**config.mk**
```make
export PLATFORM = sky130hd
export DESIGN_NAME = weight_fetch_ctrl
export DESIGN_NICKNAME = d
export VERILOG_FILES = /design/src/rtl/weight_fetch_ctrl.sv
export SDC_FILE = /design/constraint.sdc
export NUM_CORES = 1
export LEC_CHECK = 0
export BUFFER_PORTS_ARGS = -buffer_cell sky130_fd_sc_hd__buf_2
export CAP_MARGIN = 20
export CORE_UTILIZATION = 31
export CTS_BUF_LIST = sky130_fd_sc_hd__clkbuf_4 sky130_fd_sc_hd__clkbuf_8
export DETAILED_ROUTE_END_ITERATION = 8
export HOLD_SLACK_MARGIN = 0.06
export PLACE_DENSITY = 0.5
export SLEW_MARGIN = 25
export SYNTH_ARGS = -nofsm -noshare
export SYNTH_HDL_FRONTEND = slang
export SYNTH_SLANG_ARGS = --single-unit
```
**constraint.sdc**
```tcl
create_clock -name clk -period 9.5 [get_ports clk]
set_clock_uncertainty 0.15 [all_clocks]
set_input_delay 0 -clock clk [delete_from_list [all_inputs] [get_ports clk]]
set_output_delay 0 -clock clk [all_outputs]
set_load 0.01 [all_outputs]
```
**src/rtl/weight_fetch_ctrl.sv**
```systemverilog
// weight_fetch_ctrl: streams kernel_cnt*DEPTH weight words from SRAM into
// the weight FIFO, hiding SRAM read latency and FIFO backpressure.
//
// Ports:
//   clk, rst_n             clock / async active-low reset
//   start                  1-cycle job request (ignored while busy)
//   base_addr, kernel_cnt  job parameters, sampled with start
//   busy, done             job status; done is a 1-cycle pulse
//   mem_rd_en, mem_addr    SRAM read request
//   mem_rd_data            SRAM read data, valid one cycle after mem_rd_en
//   i_valid, i_data        FIFO write port
//   full                   FIFO full; a word moves when i_valid && !full
module weight_fetch_ctrl #(
    parameter int DW    = 32,
    parameter int DEPTH = 9,
    parameter int AW    = 16,
    parameter int KW    = 8
) (
    input  logic          clk,
    input  logic          rst_n,
    input  logic          start,
    input  logic [AW-1:0] base_addr,
    input  logic [KW-1:0] kernel_cnt,
    output logic          busy,
    output logic          done,
    output logic          mem_rd_en,
    output logic [AW-1:0] mem_addr,
    input  logic [DW-1:0] mem_rd_data,
    output logic          i_valid,
    output logic [DW-1:0] i_data,
    input  logic          full
);

    localparam int TW = KW + 4;

    typedef enum logic [1:0] {
        S_IDLE,
        S_FETCH,
        S_DRAIN,
        S_DONE
    } state_t;

    state_t        state_q, state_d;
    logic [AW-1:0] addr_q;
    logic [TW-1:0] remain_q;
    logic          inflight_q;
    logic [1:0]    occ_q;
    logic [DW-1:0] buf0_q, buf1_q;

    logic          pop;
    logic          push;
    logic [2:0]    credit;
    logic          rd_go;

    assign pop  = (occ_q != 2'd0) && !full;
    assign push = inflight_q;

    // Words held or on their way, minus the one leaving this cycle.
    assign credit = {1'b0, occ_q} + {2'b00, inflight_q} - {2'b00, pop};
    assign rd_go  = (state_q == S_FETCH) && (remain_q != '0)
                    && (credit < 3'd2);

    // ---------------- state register ----------------
    always_ff @(posedge clk or negedge rst_n) begin
        if (!rst_n) begin
            state_q <= S_IDLE;
        end else begin
            state_q <= state_d;
        end
    end

    // ---------------- next state ----------------
    always_comb begin
        state_d = state_q;
        case (state_q)
            S_IDLE: begin
                if (start) begin
                    state_d = (kernel_cnt != '0) ? S_FETCH : S_DONE;
                end
            end
            S_FETCH: begin
                if (rd_go && (remain_q == TW'(1))) begin
                    state_d = S_DRAIN;
                end
            end
            S_DRAIN: begin
                if ((occ_q == 2'd0) && !inflight_q) begin
                    state_d = S_DONE;
                end
            end
            S_DONE: begin
                state_d = S_IDLE;
            end
            default: begin
                state_d = S_IDLE;
            end
        endcase
    end

    // ---------------- outputs ----------------
    always_comb begin
        busy      = (state_q != S_IDLE);
        done      = (state_q == S_DONE);
        mem_rd_en = rd_go;
    end

    assign mem_addr = addr_q;
    assign i_valid  = (occ_q != 2'd0);
    assign i_data   = buf0_q;

    // ---------------- read address / count ----------------
    always_ff @(posedge clk or negedge rst_n) begin
        if (!rst_n) begin
            addr_q     <= '0;
            remain_q   <= '0;
            inflight_q <= 1'b0;
        end else begin
            inflight_q <= rd_go;
            if ((state_q == S_IDLE) && start) begin
                addr_q   <= base_addr;
                remain_q <= {4'b0000, kernel_cnt} * TW'(DEPTH);
            end else if (rd_go) begin
                addr_q   <= addr_q + AW'(1);
                remain_q <= remain_q - TW'(1);
            end
        end
    end

    // ---------------- 2-entry skid buffer ----------------
    // buf0_q is always the head; buf1_q only holds data when occ_q == 2.
    always_ff @(posedge clk or negedge rst_n) begin
        if (!rst_n) begin
            occ_q  <= 2'd0;
            buf0_q <= '0;
            buf1_q <= '0;
        end else begin
            case ({push, pop})
                2'b10: begin
                    if (occ_q == 2'd0) begin
                        buf0_q <= mem_rd_data;
                    end else begin
                        buf1_q <= mem_rd_data;
                    end
                    occ_q <= occ_q + 2'd1;
                end
                2'b01: begin
                    buf0_q <= buf1_q;
                    occ_q  <= occ_q - 2'd1;
                end
                2'b11: begin
                    if (occ_q == 2'd1) begin
                        buf0_q <= mem_rd_data;
                    end else begin
                        buf0_q <= buf1_q;
                        buf1_q <= mem_rd_data;
                    end
                end
                default: begin
                end
            endcase
        end
    end

endmodule

```
==> results of run 1 <==
stage by stage:
| stage | cell area, sq um | utilization | instances | hold slack (ps) | setup slack (ps) |
|---|---|---|---|---|---|
| after CTS | 6680 | 0.420 | 862 | 189 | 5610 |
| after floorplan | 5050 | - | 473 | -446 | 6270 |
| after global routing | 6680 | 0.420 | 862 | 224 | 5410 |
| after global placement | 5840 | 0.368 | 783 | -132 | 5910 |
| after detailed placement | 5840 | 0.368 | 783 | -125 | 5750 |
| final | 6680 | 0.420 | 862 | 215 | 5650 |
critical path, stage by stage, from the launching register on:
cell and delay [ps]:
dfrtp_1 440, inv_1 130, ha_1 430, nor2_1 190
xnor2_1 260, nand2_1 110, fa_1 500, nand2_1 120
nor4_2 400, nand3_1 150, mux2i_1 200, o22ai_1 90
dlygate4sd3_1 570
final timing paths:
kind,startpoint,endpoint,slack (ps),cells past startpoint
setup / recovery,occ_q[1],remain_q[11],5650,12
hold / removal,base_addr[0],mem_addr[0],220,4
setup reg to reg,occ_q[1],remain_q[11],5650,12
hold reg to reg,i_data[5],i_data[5],330,2
max in group asynchronous,rst_n,buf1_q[13],7910,4
min in group asynchronous,rst_n,buf1_q[8],560,4
metal layers:
layer / GRT usage / part of all wire / vias up
li1: - / - / 2004
met1: 0.194 / 0.47 / 1949
met2: 0.256 / 0.48 / 96
met3: 0.0268 / 0.042 / 12
met4: 0.0554 / 0.012 / 0
met5: 0 / 0 / -
flip-flops by register name (all words and copies together) (netlist names):
name,count
i_data,32
mem_addr,16
occ_q,2
buf1_q,32
remain_q,12
state_q,2
inflight_q,1
cell type report:
type                       count  area share
inverter                      18      0.0101
tap                          216      0.0405
multi-input combinational    336       0.372
sequential                    97       0.364
timing repair buffer         179       0.186
clock buffer                   9      0.0186
clock inverter                 7     0.00918
layout by cell type, fill, tap and decap left out, drive strengths merged, types with 5 or more instances in the layout:
master	Yosys	final
nand3	16	16
inv	18	22
dlygate4sd3	0	62
clkbuf	14	9
a31oi	8	8
nand4	10	10
o21ai	56	56
mux2	32	32
buf	7	117
xor2	17	17
or4	7	7
xnor2	6	6
dfrtp	97	97
nand2	56	56
ha	21	21
nor3	5	5
nor2	18	18
mux2i	41	41
o31ai	6	6
logic make-up (layout without fill, tap and decap cells):
logic type / after synthesis / after routing / share of synthesized area
AO/OA/AOI/OAI: 82 / 82 / 0.0922
XOR/XNOR: 23 / 23 / 0.0399
adder cells (fa/ha/maj): 23 / 23 / 0.0600
buffers and inverters: 40 / 213 / 0.0337
flip-flops: 97 / 97 / 0.481
multiplexers: 73 / 73 / 0.153
AND/OR/NAND/NOR: 135 / 135 / 0.141
what timing repair did:
item / 4_1_cts / 5_1_grt
hold buffers: 63 / 0
endpoints found under the hold margin: 132 / 0
resized for setup: 0 / 0
power breakdown:
part | switching, uW | leakage, uW | internal, uW
clock | 161 | 0.0000940 | 101
sequential | 153 | 0.00116 | 625
combinational | 473 | 0.00175 | 398
==> impl_metrics.ini, run 1 <==
[placement]
gp_congestion = 0.773
io_buffers = 111
dp_hpwl_mm = 8.37

[sta]
drv_slew = 0
finalHoldViolCount = 0
setup_violations = 0
layout_min_cycle_time_ps = 3850
slew_headroom = 0.478
fin_crit_sh = 0.405
fmax_ghz = 0.260
tns_ps = 0
worst_pin_slew_ps = 781
rsz0062_at_grt = false

[synthesis]
syn-cell-area_sq_um = 5050
synth_top_cell_by_area = dfrtp_1
synth_cell_type_count = 52
yosysMostFrequentCell = dfrtp_1
synth_warnings = 0
ys_async_sr_fraction = 1.00
synth_area_leaders = dfrtp_1, mux2i_1, mux2_2
synthTopCellsByCount = dfrtp_1, nand2_1, o21ai_0
synth.ff_latch_count = 97
synth_top_cell_area_share = 0.481
synthCells = 473
seq_area_frac_synth = 0.481
synth_fp_nets = 556
syn_avg_cell_area_sq_um = 10.7
synth_flop_cell = dfrtp_1
synth_edf_count = 0

[power_and_ir_drop]
leakage_uw = 0.00300
p_per_area_nw_per_um2 = 286
power_uw = 1910
vdd_drop_max_mv = 0.128

[clock_network]
cts.sinks = 97
clock_path_buffers = 2
cts.clk_slew.worst_paths_ps = 100
cts_tree = yes
numCtsBuffers = 9
postCtsSetupRepairBufs = 0
htreeDepth = 3
insertion_delay_ps = 380
root_buffer = clkbuf_8

[floorplanning]
rows = 46
die_h_um = 130
io-pin-count = 112
die-area_sq_um = 16800
die_w_um = 130
core_sq_um = 15900
start_util = 0.318

[worst_setup_path]
critical_path_required_ps = 9620
worst_setup_path_end_kind = flip-flop
crit_path_start_kind = flip-flop
cp_max_fo = 7
critical_path_class = flip-flop to flip-flop
arrival_ps = 3960

[drt]
detail-route-antenna-nets = 0
vias_per_cell = 4.71
drc = 0
drtPass1Iterations = 4
wl_per_cell_um = 14.1
drtIter0Drc = 136
routed_wirelength_mm = 12.2
vias = 4061

[finish]
regArea_sq_um = 2430
multi_input_area_sq_um = 2480
areaGrowthSynthToFinish_pct = 32.3
layout-drive-gt1-share = 0.277
num-fill-cells = 1586
nets = 724
antennaDiodeCount = 0

[flow_run]
maxCapViolCount = 0

[global_routing]
grt_pass1_vias = 4175
grt_antenna_before_repair = 0
grt_pass1_wl_mm = 19.9
gr-total-overflow = 0
grt_max_degree = 59
grtUsageTotal = 0.152

[run_status]
status = completed

[hold_path]
worst_hold_path_type = input port to flip-flop
(Power assumes the default switching activity.)
==> run 2, diff against run 1 <==
--- a/config.mk
+++ b/config.mk
@@ -11,7 +11,7 @@
 export CTS_BUF_LIST = sky130_fd_sc_hd__clkbuf_4 sky130_fd_sc_hd__clkbuf_8
 export DETAILED_ROUTE_END_ITERATION = 8
 export HOLD_SLACK_MARGIN = 0.06
-export PLACE_DENSITY = 0.5
+export PLACE_DENSITY = 0.51
 export SLEW_MARGIN = 25
 export SYNTH_ARGS = -nofsm -noshare
 export SYNTH_HDL_FRONTEND = slang
==> constraint.sdc (replaced) <==
create_clock -name clk -period 3.17 [get_ports clk]
set_clock_uncertainty 0.15 [all_clocks]
set_input_delay 0 -clock clk [delete_from_list [all_inputs] [get_ports clk]]
set_output_delay 0 -clock clk [all_outputs]
set_load 0.01 [all_outputs]
==> run 2 against run 1 <==
Worst setup slack worse by 5500 ps. Sequential power rose to 3.0 times the previous value. First-iteration DRC count grew 21%. Global-route usage fell by 0.22 points. Hold slack lost 140 ps. Die area unchanged. Largest power group unchanged. Clock power grew to 3.1 times the previous value. Design area up 1.1%.
==> impl_metrics.ini, run 2 (same netlist as run 1, synthesis figures left out) <==
[clock_network]
htreeDepth = 3
numCtsBuffers = 9
cts.sinks = 97
clock_path_buffers = 2
cts_tree = yes
root_buffer = clkbuf_8
insertion_delay_ps = 370
cts.clk_slew.worst_paths_ps = 90

[drt]
drtIter0Drc = 165
vias = 4079
wl_per_cell_um = 13.8
detail-route-antenna-nets = 0
drc = 0
vias_per_cell = 4.72
routed_wirelength_mm = 12.0
drtPass1Iterations = 4

[worst_setup_path]
rr_endpoint = mem_addr[12]
crit_path_end = mem_addr[12]
setup.worst_path.start = occ_q[0]
critical_path_required_ps = 3300
reg2regPathDepth = 11
rrSetupSlack_ps = 140
critical_path_class = flip-flop to flip-flop
cp_max_fo = 8
arrival_ps = 3160
crit_path_start_kind = flip-flop
worst_setup_path_end_kind = flip-flop
reg2reg_from = occ_q[0]

[floorplanning]
rows = 46
core_sq_um = 15900
start_util = 0.318
die-area_sq_um = 16800
die_h_um = 130
die_w_um = 130
io-pin-count = 112

[placement]
dp_hpwl_mm = 8.13
io_buffers = 111
dpl_cell_area_sq_um = 5880
gp_congestion = 0.797

[finish]
num-fill-cells = 1586
layout_common_cells = buf_2, dfrtp_1, dlygate4sd3_1
layout-drive-gt1-share = 0.287
layout_commonest_cell = buf_2
final_cell_area_sq_um = 6750
antennaDiodeCount = 0
areaGrowthSynthToFinish_pct = 33.7
nets = 728

[global_routing]
grt_pass1_wl_mm = 19.5
globalRoute.busiestLayer = met2
grt_antenna_before_repair = 0
grtUsageTotal = 0.149
grt.met2_usage = 0.252
gr-total-overflow = 0
grt_use_met1 = 0.187
grt_pass1_vias = 4041
met3_usage = 0.0454
grt_max_degree = 80

[sta]
slew_headroom = 0.486
fmax_ghz = 0.331
setup_violations = 0
tns_ps = 0
layout_min_cycle_time_ps = 3030
finalHoldViolCount = 0
worst_pin_slew_ps = 764
drv_slew = 0
fin_crit_sh = 0.954

[power_and_ir_drop]
leakage_uw = 0.00304
p_per_area_nw_per_um2 = 866
power_uw = 5850
vdd_drop_max_mv = 0.392

[flow_run]
maxCapViolCount = 0

[hold_path]
worst_hold_path_type = input port to async pin

[run_status]
status = completed
[run 2: worst min path at each step]
stage,slack (ps),to,cells after the start
after floorplan,-450,buf1_q[0],0
after global placement,50,mem_addr[2],3
after detailed placement,60,mem_addr[2],3
after CTS,190,mem_addr[4],4
after global routing,140,buf1_q[8],2
final,80,i_data[8],2
[run 2: layer usage]
| layer | wire (um) | vias up |
|---|---|---|
| met2 | 5760 | 103 |
| met3 | 603 | 7 |
| met4 | 99 | 0 |
| met5 | 0 | - |
| met1 | 5500 | 1955 |
| li1 | - | 2014 |
[run 2: layout make-up]
class / count / area, sq um / share of cell area
Multi-Input combinational cell: 336 / 2500 / 0.370
Sequential cell: 97 / 2430 / 0.360
Timing Repair Buffer: 183 / 1280 / 0.190
Tap cell: 216 / 270 / 0.0400
Clock buffer: 10 / 138 / 0.0204
Inverter: 18 / 67.6 / 0.0100
Clock inverter: 5 / 63.8 / 0.00945
[run 2: where the power goes]
group	internal [uW]	switching (uW)	total (uW)	leakage, uW
clock network	387	432	820	0.0000989
logic	1280	1430	2710	0.00178
registers	1870	444	2320	0.00116
[run 2: worst max-delay path, stage by stage (launching register included)]
cell and delay (ps):
dfrtp_1 380, inv_1 90, ha_1 250, nor2_4 180, xnor2_2 140, nand2_1 90
fa_1 490, nand2_1 110, nor2_4 160, nand4_4 180, or4_1 530, a31oi_1 200
[run 2: timing repair]
action	in CTS	in global routing
gates resized for setup	1	4
buffers inserted	0	3
hold buffers	60	0
endpoints found under the setup margin	1	8
pin swaps	0	2
endpoints found under the hold margin	171	0
[run 2: through the flow]
step                instances   util  hold slack (ps)  worst slack [ps]
floorplan                 473      -             -446              3.70
global placement          786  0.370             54.6               166
detailed placement        786  0.370             57.9              70.6
CTS                       861  0.421              189              24.5
global route              865  0.425              136             -4.03
finish                    865  0.425             78.9               144
